<file path="src/rtl/spi_flash_rdid_responder_if.sv">
// SPI pin bundle plus the command/status side-band of the RDID responder.
// The master modport is the SPI master (or bench) side; the slave modport is
// the flash-side responder. status_in exists only when SPI_RESPONDER_RDSR_EN
// is defined.
interface spi_flash_rdid_responder_if;
  logic       cs_n;
  logic       sck;
  logic       mosi;
  logic       miso;
  logic       miso_oe;
  logic       cmd_valid;
  logic [7:0] cmd_opcode;
  logic       rdid_done;
  logic       busy;
`ifdef SPI_RESPONDER_RDSR_EN
  logic [7:0] status_in;
`endif

  modport master (
`ifdef SPI_RESPONDER_RDSR_EN
    output status_in,
`endif
    output cs_n, sck, mosi,
    input  miso, miso_oe, cmd_valid, cmd_opcode, rdid_done, busy
  );

  modport slave (
`ifdef SPI_RESPONDER_RDSR_EN
    input  status_in,
`endif
    input  cs_n, sck, mosi,
    output miso, miso_oe, cmd_valid, cmd_opcode, rdid_done, busy
  );
endinterface

</file>
<file path="src/rtl/spi_flash_rdid_responder.sv">
// SPI mode-0 flash-side responder for the RDID (0x9F) command.
// cs_n/sck/mosi are oversampled on clk, the opcode is captured MSB first and,
// on RDID, the JEDEC ID is shifted out on miso (repeating while sck runs).
// Optional feature macro: SPI_RESPONDER_RDSR_EN adds opcode 0x05, which
// streams status_in (resampled at every byte boundary) instead of the ID.
module spi_flash_rdid_responder #(
  parameter logic [23:0] JEDEC_ID    = 24'hC22018,
  parameter logic [7:0]  RDID_OPCODE = 8'h9F,
  parameter int          SYNC_STAGES = 2   // 2 or 3
) (
  input logic                         clk,
  input logic                         reset,
  spi_flash_rdid_responder_if.slave   bus
);

  localparam logic [4:0] ID_LAST = 5'd23;
`ifdef SPI_RESPONDER_RDSR_EN
  localparam logic [7:0] RDSR_OPCODE = 8'h05;
  localparam logic [4:0] SR_LAST     = 5'd7;
`endif

  typedef enum logic [2:0] {
    IDLE,
    RX_CMD,
    TX_ID,
`ifdef SPI_RESPONDER_RDSR_EN
    TX_SR,
`endif
    IGNORE
  } state_t;

  state_t                 state;
  logic [SYNC_STAGES-1:0] cs_sync;
  logic [SYNC_STAGES-1:0] sck_sync;
  logic [SYNC_STAGES-1:0] mosi_sync;
  logic                   cs_d;
  logic                   sck_d;
  logic [2:0]             bit_cnt;
  logic [6:0]             op_shift;
  logic [4:0]             tx_cnt;
  logic [23:0]            tx_shift;
  logic                   miso_q;
  logic                   miso_oe_q;
  logic                   cmd_valid_q;
  logic [7:0]             cmd_opcode_q;
  logic                   rdid_done_q;
  logic                   busy_q;

  logic       cs_s, sck_s, mosi_s;
  logic       sck_rise, sck_fall, cs_fall, cs_rise;
  logic [7:0] op_next;

  assign cs_s     = cs_sync[SYNC_STAGES-1];
  assign sck_s    = sck_sync[SYNC_STAGES-1];
  assign mosi_s   = mosi_sync[SYNC_STAGES-1];
  assign sck_rise =  sck_s & ~sck_d;
  assign sck_fall = ~sck_s &  sck_d;
  assign cs_fall  = ~cs_s  &  cs_d;
  assign cs_rise  =  cs_s  & ~cs_d;
  assign op_next  = {op_shift, mosi_s};

  // Pin synchronizers and edge-detect delay flops. Deliberately not reset so
  // that a reset taken while cs_n is low cannot fabricate a cs_n fall: the
  // block only re-arms on a genuine high-to-low transition of the pin.
  always_ff @(posedge clk) begin
    cs_sync   <= {cs_sync[SYNC_STAGES-2:0], bus.cs_n};
    sck_sync  <= {sck_sync[SYNC_STAGES-2:0], bus.sck};
    mosi_sync <= {mosi_sync[SYNC_STAGES-2:0], bus.mosi};
    cs_d      <= cs_s;
    sck_d     <= sck_s;
  end

  // Transaction FSM: opcode capture, ID/status shifting, abort on cs_n rise.
  always_ff @(posedge clk) begin
    if (reset) begin
      state        <= IDLE;
      bit_cnt      <= 3'd0;
      op_shift     <= 7'd0;
      tx_cnt       <= 5'd0;
      tx_shift     <= 24'd0;
      miso_q       <= 1'b0;
      miso_oe_q    <= 1'b0;
      cmd_valid_q  <= 1'b0;
      cmd_opcode_q <= 8'h00;
      rdid_done_q  <= 1'b0;
      busy_q       <= 1'b0;
    end else begin
      cmd_valid_q <= 1'b0;
      rdid_done_q <= 1'b0;
      busy_q      <= ~cs_s;
      if (cs_rise) begin
        state     <= IDLE;
        miso_q    <= 1'b0;
        miso_oe_q <= 1'b0;
        bit_cnt   <= 3'd0;
        tx_cnt    <= 5'd0;
      end else begin
        case (state)
          IDLE: begin
            bit_cnt  <= 3'd0;
            op_shift <= 7'd0;
            if (cs_fall) state <= RX_CMD;
          end
          RX_CMD: begin
            if (sck_rise) begin
              op_shift <= op_next[6:0];
              bit_cnt  <= bit_cnt + 3'd1;
              if (bit_cnt == 3'd7) begin
                cmd_opcode_q <= op_next;
                cmd_valid_q  <= 1'b1;
                if (op_next == RDID_OPCODE) begin
                  state     <= TX_ID;
                  tx_cnt    <= ID_LAST;
                  tx_shift  <= JEDEC_ID;
                  miso_oe_q <= 1'b1;
`ifdef SPI_RESPONDER_RDSR_EN
                end else if (op_next == RDSR_OPCODE) begin
                  state     <= TX_SR;
                  tx_cnt    <= SR_LAST;
                  tx_shift  <= {bus.status_in, 16'h0000};
                  miso_oe_q <= 1'b1;
`endif
                end else begin
                  state <= IGNORE;
                end
              end
            end
          end
          TX_ID: begin
            miso_oe_q <= 1'b1;
            if (sck_fall) begin
              miso_q <= tx_shift[23];
              if (tx_cnt == 5'd0) begin
                tx_shift    <= JEDEC_ID;
                tx_cnt      <= ID_LAST;
                rdid_done_q <= 1'b1;
              end else begin
                tx_shift <= {tx_shift[22:0], 1'b0};
                tx_cnt   <= tx_cnt - 5'd1;
              end
            end
          end
`ifdef SPI_RESPONDER_RDSR_EN
          TX_SR: begin
            miso_oe_q <= 1'b1;
            if (sck_fall) begin
              miso_q <= tx_shift[23];
              if (tx_cnt == 5'd0) begin
                tx_shift <= {bus.status_in, 16'h0000};
                tx_cnt   <= SR_LAST;
              end else begin
                tx_shift <= {tx_shift[22:0], 1'b0};
                tx_cnt   <= tx_cnt - 5'd1;
              end
            end
          end
`endif
          IGNORE: begin
            miso_q    <= 1'b0;
            miso_oe_q <= 1'b0;
          end
          default: state <= IDLE;
        endcase
      end
    end
  end

  assign bus.miso       = miso_q;
  assign bus.miso_oe    = miso_oe_q;
  assign bus.cmd_valid  = cmd_valid_q;
  assign bus.cmd_opcode = cmd_opcode_q;
  assign bus.rdid_done  = rdid_done_q;
  assign bus.busy       = busy_q;

endmodule

</file>
<file path="src/flat_wrapper.sv">
// flat-port wrapper written by rule: the top's interface ports become plain ports
module spi_flash_rdid_responder_flat 
#(
  parameter logic [23:0] JEDEC_ID    = 24'hC22018,
  parameter logic [7:0]  RDID_OPCODE = 8'h9F,
  parameter int          SYNC_STAGES = 2            
)
  (clk, reset, bus_cs_n, bus_sck, bus_mosi, bus_miso, bus_miso_oe, bus_cmd_valid, bus_cmd_opcode, bus_rdid_done, bus_busy);
  spi_flash_rdid_responder_if bus_i ();
  input logic clk;
  input logic reset;
  input wire logic [$bits(bus_i.cs_n)-1:0] bus_cs_n;
  input wire logic [$bits(bus_i.sck)-1:0] bus_sck;
  input wire logic [$bits(bus_i.mosi)-1:0] bus_mosi;
  output wire logic [$bits(bus_i.miso)-1:0] bus_miso;
  output wire logic [$bits(bus_i.miso_oe)-1:0] bus_miso_oe;
  output wire logic [$bits(bus_i.cmd_valid)-1:0] bus_cmd_valid;
  output wire logic [$bits(bus_i.cmd_opcode)-1:0] bus_cmd_opcode;
  output wire logic [$bits(bus_i.rdid_done)-1:0] bus_rdid_done;
  output wire logic [$bits(bus_i.busy)-1:0] bus_busy;
  assign bus_i.cs_n = bus_cs_n;
  assign bus_i.sck = bus_sck;
  assign bus_i.mosi = bus_mosi;
  assign bus_miso = bus_i.miso;
  assign bus_miso_oe = bus_i.miso_oe;
  assign bus_cmd_valid = bus_i.cmd_valid;
  assign bus_cmd_opcode = bus_i.cmd_opcode;
  assign bus_rdid_done = bus_i.rdid_done;
  assign bus_busy = bus_i.busy;
  spi_flash_rdid_responder #(.JEDEC_ID(JEDEC_ID), .RDID_OPCODE(RDID_OPCODE), .SYNC_STAGES(SYNC_STAGES)) u_core (.clk(clk), .reset(reset), .bus(bus_i));
endmodule
</file>
<file path="config.mk">
export PLATFORM = sky130hd
export DESIGN_NAME = spi_flash_rdid_responder_flat
export DESIGN_NICKNAME = d
export VERILOG_FILES = /design/src/rtl/spi_flash_rdid_responder_if.sv /design/src/rtl/spi_flash_rdid_responder.sv /design/src/flat_wrapper.sv
export SDC_FILE = /design/constraint.sdc
export NUM_CORES = 1
export LEC_CHECK = 0
export CAP_MARGIN = 20
export CORE_MARGIN = 10
export CORE_UTILIZATION = 52
export DETAILED_ROUTE_END_ITERATION = 7
export PLACE_DENSITY_LB_ADDON = 0.12
export SYNTH_ARGS = -nofsm -noshare
export SYNTH_HDL_FRONTEND = slang
export SYNTH_SLANG_ARGS = --single-unit
</file>
<file path="constraint.sdc">
create_clock -name clk -period 1.75 [get_ports clk]
set_input_delay 0.2625 -clock clk [delete_from_list [all_inputs] [get_ports clk]]
set_output_delay 0.2625 -clock clk [all_outputs]
set_load 0.1 [all_outputs]
</file>
## Word level (Yosys, flattened, before mapping)

Cells that the tools add are included.

- Flip-flop bits (word level): 63
- Latch bits: 0
- Bits in writable memories: 0
- Bits in read-only memories: 0
- Input port bits: 5
- Output and inout bits: 13
- Word-level logic and storage cells: 89
- Memories: 0

- $add $sub $neg: 2
- Multiply operators: 0
- Div/mod/pow operators: 0
- Magnitude comparators: 0
- Equality and inequality tests: 10
- Shift operators: 0
- Muxes and demuxes: 29
- Bitwise logic cells: 14
- Reduce and logical (&&, ||, !) cells: 18

Operators with widths:

| cell | number |
|---|---|
| $mux W24 | 5 |
| $pmux W24 S2 | 1 |
| $mux W5 | 5 |
| $pmux W7 S2 | 1 |
| $mux W3 | 4 |
| $reduce_and A4 Y1 | 3 |
| $ne A2 B1 Y1 const B | 5 |
| $not A1 Y1 | 10 |
| $pmux W5 S2 | 1 |
| $pmux W3 S3 | 1 |
| $eq A8 B8 Y1 const B | 1 |
| $reduce_or A4 Y1 | 2 |
| $mux W1 | 7 |
| $mux W7 | 1 |
| $eq A3 B2 Y1 const B | 2 |
| $pmux W3 S2 | 1 |
| $reduce_and A6 Y1 | 1 |
| $reduce_bool A2 Y1 | 3 |
| $logic_not A5 Y1 | 1 |
| $reduce_and A5 Y1 | 1 |
| $sub A5 B1 Y5 const B | 1 |
| $and A1 B1 Y1 | 4 |
| $reduce_and A2 Y1 | 2 |
| $reduce_or A2 Y1 | 2 |
| 8 further kinds | 8 |

## Longest topological paths before layout

Gate-level depths: netlist of the first run.

- Word-level depth: 5
- Mapped depth: 8
- Mapped depth without buffers: 6

## Worst setup path after synthesis of the first run

OpenSTA, ideal clock, no wires.

- Kind: reg-to-reg
- Start: register u_core.state[1]
- End: register u_core.cmd_opcode_q[0] (netlist: u_core.bus.cmd_opcode[0])
- Library setup time: 128 ps
- Data arrival time: 1593 ps
- Required time: 1622 ps
- Slack: 30 ps
- Cell stages (with the launch flop): 9
- Path buffers: 2
- Clock period less this slack: 1720 ps
- Cell sequence: dfxtp_1 > inv_1 > ha_1 > buf_2 > inv_1 > or3b_2 > buf_2 > mux2i_1 > nor2_1

- Longest elaborated chain between the ends: 2

RTL lines:

| item | line | source |
|---|---|---|
| start, declared | spi_flash_rdid_responder.sv:32 | `state_t state;` |
| start signal, assigned | spi_flash_rdid_responder.sv:76 | `state <= IDLE;` |
| start signal, assigned | spi_flash_rdid_responder.sv:92 | `state <= IDLE;` |
| start signal, assigned | spi_flash_rdid_responder.sv:102 | `if (cs_fall) state <= RX_CMD;` |
| $eq A3 B1 Y1 | spi_flash_rdid_responder.sv:98 | `case (state)` |
| $reduce_and A4 Y1 (no line) | n/a |  |
| end signal, assigned | spi_flash_rdid_responder.sv:109 | `cmd_opcode_q <= op_next;` |
| end, declared | spi_flash_rdid_responder.sv:45 | `logic [7:0] cmd_opcode_q;` |

No other way between the ends.
A chain may end at the register's enable or synchronous reset.

## Worst setup path after layout of the first run

- Start: register u_core.bit_cnt[0]
- End: register u_core.tx_shift[22]

- Longest elaborated chain between the ends: 3

RTL lines:

| item | line | source |
|---|---|---|
| start, declared | spi_flash_rdid_responder.sv:38 | `logic [2:0] bit_cnt;` |
| start signal, assigned | spi_flash_rdid_responder.sv:107 | `bit_cnt <= bit_cnt + 3'd1;` |
| $eq A3 B3 Y1 | spi_flash_rdid_responder.sv:108 | `if (bit_cnt == 3'd7) begin` |
| $ne A2 B1 Y1 (no line) | n/a |  |
| $reduce_and A6 Y1 (no line) | n/a |  |
| end signal, assigned | spi_flash_rdid_responder.sv:138 | `tx_shift <= {tx_shift[22:0], 1'b0};` |
| end, declared | spi_flash_rdid_responder.sv:41 | `logic [23:0] tx_shift;` |

No other way between the ends.

==> results of run 1 <==
kinds of logic (layout without fill, tap and decap cells):
family / count (synthesis) / after routing / share of synthesized area, %
and+or+nand+nor: 85 / 85 / 20.5
adders and majority gates: 7 / 7 / 3.51
buffers and inverters: 26 / 72 / 5.56
muxes: 11 / 11 / 4.41
AOI/OAI and AO/OA: 66 / 66 / 18.7
DFF: 59 / 59 / 47.3
routing by layer:
| layer | share of wire, % | wire, µm | track usage [%] |
|---|---|---|---|
| met1 | 44 | 2530 | 18.0 |
| met2 | 49 | 2860 | 24.8 |
| met3 | 5.7 | 332 | 6.75 |
| met5 | 0 | 0 | 0 |
| met4 | 1.3 | 76 | 5.20 |
cell usage in the layout, fill, tap and decap left out, types with 3 or more instances in the layout:
master / instances
bufinv_16: 3
ha_1: 3
nor2b_1: 6
nand2_1: 4
buf_12: 13
mux2i_1: 11
a21oi_1: 22
o41ai_2: 4
clkinv_4: 3
nand3b_1: 4
o21ai_0: 4
nand4_1: 5
a311oi_1: 3
a31o_2: 4
buf_4: 22
nand3_1: 4
dfxtp_1: 55
clkdlybuf4s50_1: 4
dfxtp_2: 4
clkbuf_8: 9
nor2_1: 18
a22oi_1: 4
nor3_1: 8
o21ai_1: 7
nand2b_1: 13
inv_1: 9
buf_6: 7
power groups by stage:
stage	logic (µW)	clock network, µW	registers (µW)
detailed placement	316	0	1430
CTS	341	1560	1400
finish	402	1530	1400
global route	433	1620	1410
global placement	313	0	1430
floorplan	199	0	1440
registers in the layout, indices dropped and copies added (netlist names), 2 cells and up:
name	count
u_core.state	2
u_core.tx_shift	21
u_core.tx_cnt	5
u_core.bit_cnt	3
u_core.mosi_sync	2
u_core.cs_sync	2
u_core.sck_sync	2
u_core.op_shift	7
u_core.bus.cmd_opcode	8
cell type report:
type	instances	area, µm²	area share (%)
multi-input cells	169	1340	38.9
flip-flops and latches	59	1190	34.4
repair buffers	47	572	16.6
clock inverters	7	125	3.62
clock buffers	9	124	3.59
well taps	54	67.6	1.96
inverters	9	33.8	0.979
worst paths after layout:
| kind | slack (ps) | end | from |
|---|---|---|---|
| setup / recovery | -40 | u_core.tx_shift[22]$_SDFFE_PP0P_ | u_core.bit_cnt[0]$_SDFFE_PP0P_ |
| hold / removal | 330 | u_core.cs_sync[1]$_DFF_P_ | u_core.cs_sync[0]$_DFF_P_ |
| setup reg to reg | -40 | u_core.tx_shift[22]$_SDFFE_PP0P_ | u_core.bit_cnt[0]$_SDFFE_PP0P_ |
| hold reg to reg | 330 | u_core.cs_sync[1]$_DFF_P_ | u_core.cs_sync[0]$_DFF_P_ |
critical path: stages, from the launching register on:
cell      delay [ps]
dfxtp_2          360
ha_4             140
ha_4             120
nand3b_4         110
o31a_4           410
buf_6            150
nor4_2           280
nor3_1           100
what timing repair did:
action	4_1_cts	5_1_grt
endpoints found under the setup margin	33	38
resized for setup	10	39
buffers inserted	2	2
pin swaps	3	9
gates cloned	1	0
per-stage QoR:
| step | power (µW) | hold WS [ps] |
|---|---|---|
| CTS | 3300 | 333 |
| detailed placement | 1750 | 320 |
| global placement | 1740 | 310 |
| floorplan | 1640 | 290 |
| global route | 3470 | 335 |
| finish | 3340 | 328 |
==> impl_metrics.env, run 1 <==
export IMPL_status="finished, violations left"
export IMPL_failed_checks="negative setup slack"
export IMPL_fin_ws_ps=-41.4
export IMPL_ios=18
export IMPL_p_leak_uw=0.00138
export IMPL_dp_cells=333
export IMPL_hold_depth=0
export IMPL_yosysMostFrequentCell="dfxtp_1"
export IMPL_async_flop_share_pct=0
export IMPL_grt_pass1_wl_um=9490
export IMPL_synthCells=254
export IMPL_numCtsBuffers=9
export IMPL_io_buffers=17
export IMPL_grt_usage_pct=15.4
export IMPL_clk_path_buf_depth=2
export IMPL_period_minus_slack_ps=1790
export IMPL_cts_sinks=59
export IMPL_ant_nets=0
export IMPL_antenna_found_initial=0
export IMPL_rsz0062_at_grt="true"
export IMPL_setup_violations=2
export IMPL_drv_cap=0
export IMPL_synth_yosys_warnings=0
export IMPL_clk_latency_ps=340
export IMPL_cts_tree="yes"
export IMPL_switching_share_pct=24.6
export IMPL_cts_root_buf="clkbuf_8"
export IMPL_htreeDepth=3
export IMPL_stdcell_area_um2=3450
export IMPL_synthTopCellsByCount="dfxtp_1 (59), a21oi_1 (22), nor2_1 (20)"
export IMPL_n_antenna_cell=0
export IMPL_power_density_nw_per_um2=967
export IMPL_clk_pin_slew_ps=70
export IMPL_rows=25
export IMPL_yosysTopAreaCell="dfxtp_1"
export IMPL_yosys_top_cells_area="dfxtp_1 (47%), a21oi_1 (4.4%), mux2i_1 (4.4%), ha_1 (3.5%), nand2b_1 (3.5%)"
export IMPL_fill_cells=329
export IMPL_grt_max_degree=24
export IMPL_finalHoldViolCount=0
export IMPL_drc_errors=0
export IMPL_instances_no_fill=354
export IMPL_place_ws_ps=-102
export IMPL_cp_start_kind="flop"
export IMPL_p_seq_share_pct=42.1
export IMPL_maxSlewHeadroom_pct=68.2
export IMPL_power_frac_clock_pct=45.9
export IMPL_synth_top_area_share_pct=47.3
export IMPL_grt_overflow=0
export IMPL_finClkSkew_ps=8.77
export IMPL_crit_fanout=8
export IMPL_finalCritPeriodShare_pct=102
export IMPL_synth_distinct_cells=49
export IMPL_gp_congestion=0.797
export IMPL_setup_tns_ps=-60.4
export IMPL_power_switching_uw=823
export IMPL_endpoint_kind="flop"
export IMPL_ir_drop_uv=1000
export IMPL_place_area_um2=2950
export IMPL_core_area_um2=4690
export IMPL_min_path_type="flop to flop"
export IMPL_routedWlPerCell_um=16.4
export IMPL_report_final_slew_viol_count=0
export IMPL_required_ps=1970
export IMPL_synth_edf_count=0
export IMPL_syn_area_um2=2500
export IMPL_fin_util_pct=73.6
export IMPL_area_growth_pct=38.2
export IMPL_power_share_combinational_pct=12.0
export IMPL_start_util_pct=53.2
export IMPL_viasPerCell=5.70
export IMPL_yosysSeqAreaShare_pct=47.3
export IMPL_drtIter0Drc=87
export IMPL_dr_pass1_iters=5
export IMPL_fmax_mhz=558
export IMPL_nets=307
export IMPL_synth_flop_cell="dfxtp_1"
export IMPL_synth_avg_cell_area_um2=9.83
export IMPL_power_internal_uw=2520
export IMPL_r2r_cells=7
export IMPL_yosys_register_bits=59
export IMPL_hpwl_um=3570
export IMPL_die_w_um=89.3
export IMPL_vias=2019
export IMPL_die_y_um=89.3
export IMPL_postCtsHoldBufs=0
export IMPL_worstMarginPinSlew_ps=477
export IMPL_grt_pass1_vias=1968
export IMPL_drt_wl_total_um=5810
export IMPL_arrival_ps=2010
export IMPL_synth_fp_nets=266
export IMPL_crit_type="flop to flop"
export IMPL_dieArea_um2=7970
export IMPL_layout_drive_gt1_share_pct=33.3
No activity file was read; power rests on OpenSTA's default activity.
==> run 2: changes to the inputs <==
--- a/config.mk
+++ b/config.mk
@@ -7,9 +7,10 @@
 export LEC_CHECK = 0
 export CAP_MARGIN = 20
 export CORE_MARGIN = 10
-export CORE_UTILIZATION = 52
+export CORE_UTILIZATION = 40
 export DETAILED_ROUTE_END_ITERATION = 7
 export PLACE_DENSITY_LB_ADDON = 0.12
+export SKIP_CTS_REPAIR_TIMING = 1
 export SYNTH_ARGS = -nofsm -noshare
 export SYNTH_HDL_FRONTEND = slang
 export SYNTH_SLANG_ARGS = --single-unit
==> constraint.sdc (replaced) <==
create_clock -name clk -period 1.9 [get_ports clk]
set_input_delay 0.285 -clock clk [delete_from_list [all_inputs] [get_ports clk]]
set_output_delay 0.285 -clock clk [all_outputs]
set_load 0.1 [all_outputs]
==> run 2 against run 1 <==
  * The run now ends clean
  * Fmax decreased by 1.4%
  * Sequential share of layout area increased by 5.4 points
  * Combinational power decreased by 28%
  * Non-clock buffer count decreased by 15
  * Global-route usage decreased by 4.4 points
  * Wire length decreased by 5.3%
  * Critical path depth unchanged
  * Sequential power decreased by 8%
  * Clock power decreased by 31%
  * Cell area decreased by 14%
  * Die area increased by 23%
  * Worst hold slack improved by 2.5 ps
  * Largest power group is now registers
  * Highest routed layer unchanged
==> impl_metrics.env, run 2 (synthesis results as in run 1) <==
export IMPL_drt_wl_total_um=5500
export IMPL_grt_pass1_vias=1824
export IMPL_fill_cells=547
export IMPL_report_final_slew_viol_count=0
export IMPL_finalHoldViolCount=0
export IMPL_crit_fanout=12
export IMPL_fmax_mhz=550
export IMPL_drc_errors=0
export IMPL_fin_util_pct=49.7
export IMPL_endpoint_kind="flop"
export IMPL_grt_usage_pct=11.0
export IMPL_grt_overflow=0
export IMPL_min_to="u_core.mosi_sync[1]$_DFF_P_"
export IMPL_finClkSkew_ps=10.3
export IMPL_mostFrequentLayoutCell="dfxtp_1"
export IMPL_reg2reg_to="u_core.tx_shift[18]$_SDFFE_PP0P_"
export IMPL_p_leak_uw=0.00120
export IMPL_maxSlewHeadroom_pct=66.6
export IMPL_routedWlPerCell_um=15.2
export IMPL_crit_type="flop to flop"
export IMPL_viasPerCell=5.32
export IMPL_htreeDepth=3
export IMPL_core_area_um2=5990
export IMPL_power_density_nw_per_um2=883
export IMPL_drv_cap=0
export IMPL_die_w_um=99.0
export IMPL_cts_sinks=59
export IMPL_drtIter0Drc=89
export IMPL_dr_pass1_iters=4
export IMPL_grt_max_degree=27
export IMPL_hpwl_um=3540
export IMPL_dieArea_um2=9800
export IMPL_n_antenna_cell=0
export IMPL_place_ws_ps=17.4
export IMPL_layout_drive_gt1_share_pct=23.4
export IMPL_area_growth_pct=19.2
export IMPL_instances_no_fill=361
export IMPL_arrival_ps=2090
export IMPL_clk_latency_ps=340
export IMPL_rsz0062_at_grt="true"
export IMPL_cts_tree="yes"
export IMPL_cts_root_buf="clkbuf_8"
export IMPL_finalPower_uw=2630
export IMPL_layout_common_cells="dfxtp_1 (58), buf_4 (26), a21oi_1 (22), nor2_1 (20), nand2b_1 (14)"
export IMPL_ios=18
export IMPL_largest_register_ffs=21
export IMPL_antenna_found_initial=0
export IMPL_nets=293
export IMPL_reg2reg_from="u_core.bit_cnt[0]$_SDFFE_PP0P_"
export IMPL_worstMarginPinSlew_ps=495
export IMPL_hp_start="u_core.mosi_sync[0]$_DFF_P_"
export IMPL_r2r_cells=7
export IMPL_fin_ws_ps=82.2
export IMPL_required_ps=2170
export IMPL_regMostFlops="u_core.tx_shift"
export IMPL_hold_depth=0
export IMPL_min_path_type="flop to flop"
export IMPL_setup_tns_ps=0
export IMPL_setup_violations=0
export IMPL_rows=28
export IMPL_vias=1919
export IMPL_clk_pin_slew_ps=80
export IMPL_ir_drop_uv=494
export IMPL_io_buffers=17
export IMPL_clk_path_buf_depth=2
export IMPL_status="finished clean"
export IMPL_die_y_um=99.0
export IMPL_numCtsBuffers=9
export IMPL_grt_pass1_wl_um=8740
export IMPL_reg2reg_setup_slack_ps=80
export IMPL_cp_start_kind="flop"
export IMPL_dp_cells=344
export IMPL_period_minus_slack_ps=1820
export IMPL_start_util_pct=41.7
export IMPL_ant_nets=0
export IMPL_gp_congestion=0.808
export IMPL_finalCritPeriodShare_pct=95.7
-- run 2: changes by cell type in the layout (fill, tap and decap cells not counted), moves of 6 or more --
cell	before	now
buf_12	13	1
buf_6	7	1
o21ai_0	4	11
o21ai_1	7	0
-- run 2: worst max-delay path by stage --
stage	start	slack, ps	end
6_report	u_core.bit_cnt[0]$_SDFFE_PP0P_	80	u_core.tx_shift[18]$_SDFFE_PP0P_
5_1_grt	u_core.bit_cnt[1]$_SDFFE_PP0P_	-10	u_core.tx_shift[14]$_SDFFE_PP0P_
4_1_cts	u_core.bit_cnt[0]$_SDFFE_PP0P_	1	u_core.tx_shift[18]$_SDFFE_PP0P_
3_5_place_dp	u_core.bit_cnt[0]$_SDFFE_PP0P_	20	u_core.tx_shift[18]$_SDFFE_PP0P_
3_3_place_gp	u_core.bit_cnt[0]$_SDFFE_PP0P_	70	u_core.tx_shift[17]$_SDFFE_PP0P_
2_1_floorplan	u_core.state[1]$_SDFFE_PP0P_	180	u_core.bus.cmd_opcode[0]$_SDFFE_PP0P_
-- run 2: through the flow --
stage | hold slack, ps | cell area (µm²)
CTS | 331 | 2930
finish | 330 | 2980
floorplan | 310 | 2500
global route | 342 | 2980
detailed placement | 312 | 2750
global placement | 310 | 2750
-- run 2: critical path, stage by stage, from the launching register on --
cell and delay [ps]:
dfxtp_2 340, ha_1 150, ha_2 190, nand3b_4 140, o31a_4 450, nor2_4 140
buf_6 140, mux2i_1 200
-- run 2: per-layer routing --
metal	vias to the layer above	part of all wire [%]	global-route usage [%]
met5	-	0	0
met4	0	0.78	4.41
met3	2	4.6	5.94
met2	29	46	15.9
met1	906	49	13.3
li1	982	-	-
-- run 2: final cells by class --
cell class	count	area [µm²]	area share [%]
multi-input combinational	170	1220	41.0
sequential	59	1180	39.7
timing repair buffer	32	267	8.95
clock buffer	9	124	4.16
tap	75	93.8	3.15
clock inverter	7	56.3	1.89
inverter	9	33.8	1.13
-- run 2: power by group --
part	leakage (µW)	switching (µW)	internal (µW)	total (µW)
Clock	0.0000914	555	493	1050
Combinational	0.000633	176	114	291
Sequential	0.000480	21.7	1270	1290
==> run 3: changes to the inputs <==
--- a/config.mk
+++ b/config.mk
@@ -9,8 +9,10 @@
 export CORE_MARGIN = 10
 export CORE_UTILIZATION = 40
 export DETAILED_ROUTE_END_ITERATION = 7
+export MAX_ROUTING_LAYER = met4
 export PLACE_DENSITY_LB_ADDON = 0.12
 export SKIP_CTS_REPAIR_TIMING = 1
+export SLEW_MARGIN = 20
 export SYNTH_ARGS = -nofsm -noshare
 export SYNTH_HDL_FRONTEND = slang
 export SYNTH_SLANG_ARGS = --single-unit
==> run 3 against run 2 <==
  * Clock power is essentially flat
  * Cell area did not move
  * First-iteration DRC count down 11%
  * Critical endpoint unchanged
==> impl_metrics.env, run 3 (synthesis results as in run 1) <==
export IMPL_status="finished clean"
export IMPL_mostFrequentLayoutCell="dfxtp_1"
export IMPL_antenna_found_initial=0
export IMPL_routedWlPerCell_um=15.3
export IMPL_io_buffers=17
export IMPL_drtIter0Drc=79
export IMPL_worstSetupEndpoint="u_core.tx_shift[18]$_SDFFE_PP0P_"
export IMPL_cts_tree="yes"
export IMPL_layout_drive_gt1_share_pct=23.4
export IMPL_instances_no_fill=361
export IMPL_rsz0062_at_grt="true"
export IMPL_hpwl_um=3540
export IMPL_reg2reg_from="u_core.bit_cnt[1]$_SDFFE_PP0P_"
export IMPL_cp_start_kind="flop"
export IMPL_hold_slack_ps=330
export IMPL_grt_pass1_vias=1821
export IMPL_dr_pass1_iters=4
export IMPL_clk_path_buf_depth=2
export IMPL_dieArea_um2=9800
export IMPL_finalHoldViolCount=0
export IMPL_ir_drop_uv=492
export IMPL_p_leak_uw=0.00120
export IMPL_regMostFlops="u_core.tx_shift"
export IMPL_slowest_stage="o31a_4"
export IMPL_multiInputGateArea_um2=1220
export IMPL_cp_slowest_stage_delay_ps=450
export IMPL_period_minus_slack_ps=1820
export IMPL_vias=1925
export IMPL_largest_register_ffs=21
export IMPL_seqCellArea_um2=1180
export IMPL_startpoint="u_core.bit_cnt[1]$_SDFFE_PP0P_"
export IMPL_numCtsBuffers=9
export IMPL_drt_wl_total_um=5510
export IMPL_die_w_um=99.0
export IMPL_worstMarginPinSlew_ps=478
export IMPL_min_path_type="flop to flop"
export IMPL_ios=18
export IMPL_die_y_um=99.0
export IMPL_finClkSkew_ps=10.9
export IMPL_maxSlewHeadroom_pct=67.8
export IMPL_ant_nets=0
export IMPL_arrival_ps=2100
export IMPL_start_util_pct=41.7
export IMPL_grt_pass1_wl_um=8720
export IMPL_report_final_slew_viol_count=0
export IMPL_area_growth_pct=19.2
export IMPL_setup_violations=0
export IMPL_clk_latency_ps=350
export IMPL_endpoint_kind="flop"
export IMPL_crit_fanout=12
export IMPL_grt_usage_pct=11.3
export IMPL_fmax_mhz=550
export IMPL_reg2reg_setup_slack_ps=80
export IMPL_required_ps=2180
export IMPL_crit_type="flop to flop"
export IMPL_r2r_cells=7
export IMPL_rows=28
export IMPL_grt_overflow=0
export IMPL_htreeDepth=3
export IMPL_grt_max_degree=27
export IMPL_n_antenna_cell=0
export IMPL_finalCritPeriodShare_pct=95.6
export IMPL_drv_cap=0
export IMPL_finalPower_uw=2640
export IMPL_clk_pin_slew_ps=80
export IMPL_reg2reg_to="u_core.tx_shift[18]$_SDFFE_PP0P_"
export IMPL_viasPerCell=5.33
export IMPL_gp_congestion=0.820
export IMPL_layout_common_cells="dfxtp_1 (58), buf_4 (26), a21oi_1 (22), nor2_1 (20), nand2b_1 (14)"
export IMPL_drc_errors=0
export IMPL_crit_chain="ha_1, ha_2, nand3b_4, o31a_4, nor2_4, buf_6, mux2i_1"
export IMPL_power_density_nw_per_um2=886
export IMPL_dp_cells=344
export IMPL_nets=293
export IMPL_fill_cells=547
export IMPL_core_area_um2=5990
export IMPL_cts_sinks=59
export IMPL_cts_root_buf="clkbuf_8"
## run 3: cell counts in the layout (fill, tap and decap cells not counted)
No cell type changed its count.
## run 3: final cells by class
| cell class | count | area share [%] |
|---|---|---|
| inverter | 9 | 1.13 |
| tap | 75 | 3.15 |
| clock inverter | 7 | 1.89 |
| clock buffer | 9 | 4.16 |
| timing repair buffer | 32 | 8.95 |
| multi-input combinational | 170 | 41.0 |
| sequential | 59 | 39.7 |
## run 3: how the worst min path moves through the flow
stage                                startpoint                           to  depth (start not counted)
finish              u_core.mosi_sync[0]$_DFF_P_  u_core.mosi_sync[1]$_DFF_P_                          0
global route        u_core.mosi_sync[0]$_DFF_P_  u_core.mosi_sync[1]$_DFF_P_                          0
CTS                 u_core.mosi_sync[0]$_DFF_P_  u_core.mosi_sync[1]$_DFF_P_                          0
detailed placement  u_core.mosi_sync[0]$_DFF_P_  u_core.mosi_sync[1]$_DFF_P_                          0
global placement      u_core.cs_sync[0]$_DFF_P_    u_core.cs_sync[1]$_DFF_P_                          0
floorplan             u_core.cs_sync[0]$_DFF_P_    u_core.cs_sync[1]$_DFF_P_                          0
## run 3: where the power goes
group	total, µW	switching (µW)	internal (µW)
combinational	290	175	114
sequential	1290	21.9	1270
clock	1060	565	492
## run 3: stage by stage
stage               cell area, µm²  utilization [%]  worst slack [ps]  TNS (ps)
global route                  2980             49.7             -9.45     -9.94
detailed placement            2750             45.9              17.4         0
global placement              2750             45.9              72.2         0
CTS                           2930             48.9              1.08         0
finish                        2980             49.7              82.8         0
floorplan                     2500                -               180         0
## run 3: worst max-delay path: cells and delay by family (launching register included)
kind / cells / cell delay (ps)
multiplexers: 1 / 190
AND/OR/NAND/NOR: 2 / 280
flip-flops: 1 / 340
adder cells (fa/ha/maj): 2 / 340
buffers and inverters: 1 / 140
AO/OA/AOI/OAI: 1 / 450
## run 3: routing by layer
layer,vias up,GRT usage [%],share of wire [%]
met5,-,-,0
met4,0,4.08,1.3
met3,4,6.01,4.7
met2,29,15.9,45
met1,907,13.4,49
li1,985,-,-
